### src/rtl/a_input_debounce.sv
// Input conditioner for the control FSM's A line: synchronises raw_in, filters
// bounce with a stable-cycle counter, and reports edges and rejected glitches.
module a_input_debounce #(
    parameter int unsigned SYNC_STAGES     = 2,
    parameter int unsigned DEBOUNCE_CYCLES = 4,
    parameter int unsigned CNT_W           = 8
) (
    input  logic       Clock,
    input  logic       Reset,
    input  logic       raw_in,
    output logic       A,
    output logic       A_rise,
    output logic       A_fall,
    output logic [7:0] glitch_cnt,
    output logic [1:0] dbg_state
);

    localparam int unsigned GLITCH_W = 8;
    localparam logic [CNT_W-1:0]    CNT_LAST   = CNT_W'(DEBOUNCE_CYCLES - 1);
    localparam logic [GLITCH_W-1:0] GLITCH_MAX = '1;
    localparam bit                  SINGLE     = (DEBOUNCE_CYCLES == 1);

    typedef enum logic [1:0] {
        ST_LOW     = 2'b00,
        ST_WAIT_HI = 2'b01,
        ST_HIGH    = 2'b10,
        ST_WAIT_LO = 2'b11
    } state_t;

    logic [SYNC_STAGES-1:0] sync_q;
    logic                   s;

    state_t                 state_q, state_d;
    logic [CNT_W-1:0]       cnt_q, cnt_d;
    logic [GLITCH_W-1:0]    glitch_q, glitch_d;
    logic                   a_q, a_d;
    logic                   rise_q, rise_d;
    logic                   fall_q, fall_d;

    // Metastability synchroniser; s is the last stage.
    always_ff @(posedge Clock or negedge Reset) begin
        if (!Reset) begin
            sync_q <= '0;
        end else begin
            sync_q <= {sync_q[SYNC_STAGES-2:0], raw_in};
        end
    end

    assign s = sync_q[SYNC_STAGES-1];

    // State and registered outputs.
    always_ff @(posedge Clock or negedge Reset) begin
        if (!Reset) begin
            state_q  <= ST_LOW;
            cnt_q    <= '0;
            glitch_q <= '0;
            a_q      <= 1'b0;
            rise_q   <= 1'b0;
            fall_q   <= 1'b0;
        end else begin
            state_q  <= state_d;
            cnt_q    <= cnt_d;
            glitch_q <= glitch_d;
            a_q      <= a_d;
            rise_q   <= rise_d;
            fall_q   <= fall_d;
        end
    end

    // Next-state logic; pulses default low so each lasts exactly one cycle.
    always_comb begin
        state_d  = state_q;
        cnt_d    = cnt_q;
        glitch_d = glitch_q;
        a_d      = a_q;
        rise_d   = 1'b0;
        fall_d   = 1'b0;

        unique case (state_q)
            ST_LOW: begin
                if (s) begin
                    if (SINGLE) begin
                        state_d = ST_HIGH;
                        a_d     = 1'b1;
                        rise_d  = 1'b1;
                    end else begin
                        state_d = ST_WAIT_HI;
                        cnt_d   = CNT_W'(1);
                    end
                end
            end
            ST_WAIT_HI: begin
                if (!s) begin
                    state_d  = ST_LOW;
                    cnt_d    = '0;
                    glitch_d = (glitch_q == GLITCH_MAX) ? glitch_q : glitch_q + GLITCH_W'(1);
                end else if (cnt_q == CNT_LAST) begin
                    state_d = ST_HIGH;
                    cnt_d   = '0;
                    a_d     = 1'b1;
                    rise_d  = 1'b1;
                end else begin
                    cnt_d = cnt_q + CNT_W'(1);
                end
            end
            ST_HIGH: begin
                if (!s) begin
                    if (SINGLE) begin
                        state_d = ST_LOW;
                        a_d     = 1'b0;
                        fall_d  = 1'b1;
                    end else begin
                        state_d = ST_WAIT_LO;
                        cnt_d   = CNT_W'(1);
                    end
                end
            end
            ST_WAIT_LO: begin
                if (s) begin
                    state_d  = ST_HIGH;
                    cnt_d    = '0;
                    glitch_d = (glitch_q == GLITCH_MAX) ? glitch_q : glitch_q + GLITCH_W'(1);
                end else if (cnt_q == CNT_LAST) begin
                    state_d = ST_LOW;
                    cnt_d   = '0;
                    a_d     = 1'b0;
                    fall_d  = 1'b1;
                end else begin
                    cnt_d = cnt_q + CNT_W'(1);
                end
            end
            default: begin
                state_d = ST_LOW;
                cnt_d   = '0;
                a_d     = 1'b0;
            end
        endcase
    end

    assign A          = a_q;
    assign A_rise     = rise_q;
    assign A_fall     = fall_q;
    assign glitch_cnt = glitch_q;
    assign dbg_state  = state_q;

endmodule
### config.mk
export PLATFORM = sky130hd
export DESIGN_NAME = a_input_debounce
export DESIGN_NICKNAME = d
export VERILOG_FILES = /design/src/rtl/a_input_debounce.sv
export SDC_FILE = /design/constraint.sdc
export NUM_CORES = 1
export LEC_CHECK = 0
export ABC_AREA = 1
export CAP_MARGIN = 20
export CORE_ASPECT_RATIO = 1.1
export CORE_UTILIZATION = 48
export DETAILED_ROUTE_END_ITERATION = 7
export PLACE_DENSITY = 0.72
export SLEW_MARGIN = 0
export SYNTH_ARGS = -nofsm -noshare
export SYNTH_HDL_FRONTEND = slang
export SYNTH_SLANG_ARGS = --single-unit
### constraint.sdc
create_clock -name Clock -period 1.2 [get_ports Clock]
set_clock_uncertainty 0.05 [all_clocks]
set_input_delay 0.18 -clock Clock [delete_from_list [all_inputs] [get_ports Clock]]
set_output_delay 0.18 -clock Clock [all_outputs]
set_load 0.005 [all_outputs]
==> results.py <==
metrics = {
    "hold_path": {
        "holdCritPathClass": "in -> async",
    },
    "final_layout": {
        "n_fill_cell": 197,
        "antenna_cells": 0,
        "seq_area_um2": 579,
        "layout_commonest_cell": "nand2_1",
        "multi_input_comb_area_um2": 746,
        "final_cell_mix": "nand2_1 (62), buf_4 (26), dfrtp_1 (20), inv_1 (10), nor2_1 (10)",
        "area_growth_pct": 47.1,
        "nets": 224,
        "drive_above_1_share_pct": 39.4,
    },
    "worst_setup_path": {
        "path_max_fanout": 2,
        "start_kind": "flip-flop",
        "path_class": "reg -> reg",
        "reg2reg_depth": 8,
        "worstSetupEndpointType": "flip-flop",
        "critPathArrivalTime_ns": 1.54,
        "cp.required_ns": 1.38,
    },
    "pwr": {
        "power.density_mw_per_mm2": 1710,
        "p_total_mw": 3.17,
        "leakagePower_nw": 0.968,
        "vdd_drop_max_uv": 1280,
    },
    "synth": {
        "synthCells": 166,
        "ys_seq_elements": 23,
        "synth_area_mm2": 0.00126,
        "avgSynthCellArea_um2": 7.58,
        "synth_nets": 171,
        "ys_types": 20,
        "ys_seq_area_share_pct": 45.7,
        "yosys_warnings": 0,
    },
    "floorplan": {
        "die_x_um": 50.8,
        "boundaryPins": 16,
        "die-area_mm2": 0.00283,
        "initial_core_util_pct": 50.4,
        "die_h_um": 55.7,
        "std_cell_rows": 19,
        "core_area_mm2": 0.00250,
    },
    "global_route": {
        "grt_usage_pct": 26.5,
        "grt_pass1_wl_mm": 5.64,
        "overflow": 0,
        "grt_max_degree": 24,
        "antenna_found_initial": 0,
        "grt_pass1_vias": 1289,
    },
    "route": {
        "drt-total-wl_mm": 3.27,
        "antenna_left": 0,
        "drtPass1Iterations": 4,
        "wire_per_inst_um": 13.1,
        "drt_iter0_drc": 37,
        "drc": 0,
        "via_count": 1287,
        "avgViaCountPerCell": 5.17,
    },
    "clock_network": {
        "cts_inserted_buffers": 3,
        "clock-sinks": 23,
        "clk_path_buf_depth": 2,
        "path_clk_slew_ns": 0.13,
        "cts_tree": "done",
        "clk_latency_ns": 0.32,
        "htreeDepth": 1,
        "cts-root-buf": "clkbuf_4",
        "cts_hold_buf": 0,
    },
    "placed_design": {
        "gp_congestion": 0.828,
        "place_ws_ns": -0.0901,
        "port_buffers": 15,
        "place_hpwl_mm": 2.05,
    },
    "sta": {
        "rsz0062_at_grt": "true",
        "setup_ws_ns": -0.163,
        "drv_slew": 0,
        "hold_viol": 0,
        "slew_headroom_pct": 85.3,
        "finalCriticalPeriod_ns": 1.36,
        "fmax_mhz": 734,
        "fin_tns_setup_ns": -1.15,
        "finalCritPeriodShare_pct": 114,
        "worst_pin_slew_ns": 0.219,
        "setup_viol_count_final": 18,
    },
    "outcome": {
        "violations": "negative setup slack",
        "status": "finished, violations left",
    },
    "flow_run": {
        "cap_viol_max_count": 0,
    },
}
==> stage by stage <==
stage / cells / cell area, um^2 / hold WS [ns] / utilization [%]
final: 249 / 1850 / 0.135 / 74.2
after global routing: 249 / 1850 / 0.142 / 74.2
after floorplan: 166 / 1270 / -0.166 / -
after global placement: 229 / 1600 / 0.283 / 63.9
after detailed placement: 229 / 1600 / 0.286 / 63.9
after CTS: 248 / 1810 / 0.142 / 72.3
==> path summary, 6_finish.rpt <==
path	end	slack (ns)	start
max in group asynchronous	cnt_q[2]$_DFFE_PN0P_	0.82	Reset
worst min-delay path	dbg_state[0]$_DFFE_PN0P_	0.14	Reset
worst min register to register	sync_q[1]$_DFF_PN0_	0.31	sync_q[0]$_DFF_PN0_
worst max register to register	glitch_cnt[4]$_DFFE_PN0P_	-0.16	glitch_cnt[0]$_DFFE_PN0P_
worst max-delay path	glitch_cnt[4]$_DFFE_PN0P_	-0.16	glitch_cnt[0]$_DFFE_PN0P_
min in group Clock	sync_q[0]$_DFF_PN0_	0.24	raw_in
==> flip-flops by register name, summed over array words and instances (netlist names), named ones only <==
| register | cells |
|---|---|
| glitch_cnt | 8 |
| cnt_q | 8 |
| A | 1 |
| dbg_state | 1 |
| A_rise | 1 |
| A_fall | 1 |
| sync_q | 2 |
==> repair_timing <==
action / CTS / global route
pin swaps: 11 / 17
endpoints found under the setup margin: 32 / 32
gates resized for setup: 47 / 33
buffers inserted: 14 / 1
cloned: 1 / 0
==> metal layers <==
| layer | up-vias | track usage, % | wire length (um) |
|---|---|---|---|
| met1 | 625 | 31.8 | 1330 |
| met3 | 6 | 5.46 | 117 |
| met5 | - | 0 | 0 |
| li1 | 625 | - | - |
| met2 | 31 | 45.1 | 1770 |
| met4 | 0 | 11.1 | 55 |
==> power breakdown <==
| group | leakage, nW | switching, mW | internal (mW) |
|---|---|---|---|
| clock | 0.0150 | 0.252 | 0.130 |
| sequential | 0.299 | 0.126 | 0.933 |
| combinational | 0.655 | 0.895 | 0.829 |
==> Yosys cell counts (all sizes together) <==
master  count  area (um^2)
a21oi       1         5.00
inv        15         56.3
dfrtp      23          576
buf         1         7.51
nor2       21          104
nor3        1         5.00
nand2      76          320
nand4       3         18.8
nand3      10         50.1
nand3b      3         22.5
ha          2         25.0
o21ai       5         25.0
xnor2       2         17.5
xor2        3         26.3
==> worst max-delay path: stages, from the launching register on <==
cell and delay, ns:
dfrtp_1 0.41, buf_4 0.14, ha_4 0.16, nand2_4 0.07
nor2_4 0.05, buf_4 0.14, xor2_1 0.14, nand2_1 0.06
nand2_1 0.05
==> cell type report <==
type | count | area share, %
clock buffers | 4 | 1.42
inverters | 15 | 3.45
multi-input cells | 128 | 40.3
flip-flops and latches | 23 | 31.3
well taps | 31 | 2.09
repair buffers | 48 | 21.5
==> logic make-up after synthesis <==
| family | after synthesis | share of synthesized area [%] |
|---|---|---|
| flops | 23 | 45.7 |
| xor+xnor | 5 | 3.48 |
| fa+ha+maj | 2 | 1.99 |
| compound gates | 6 | 2.38 |
| buf+inv | 16 | 5.07 |
| simple gates | 114 | 41.4 |
No activity file was read; power rests on OpenSTA's default activity.
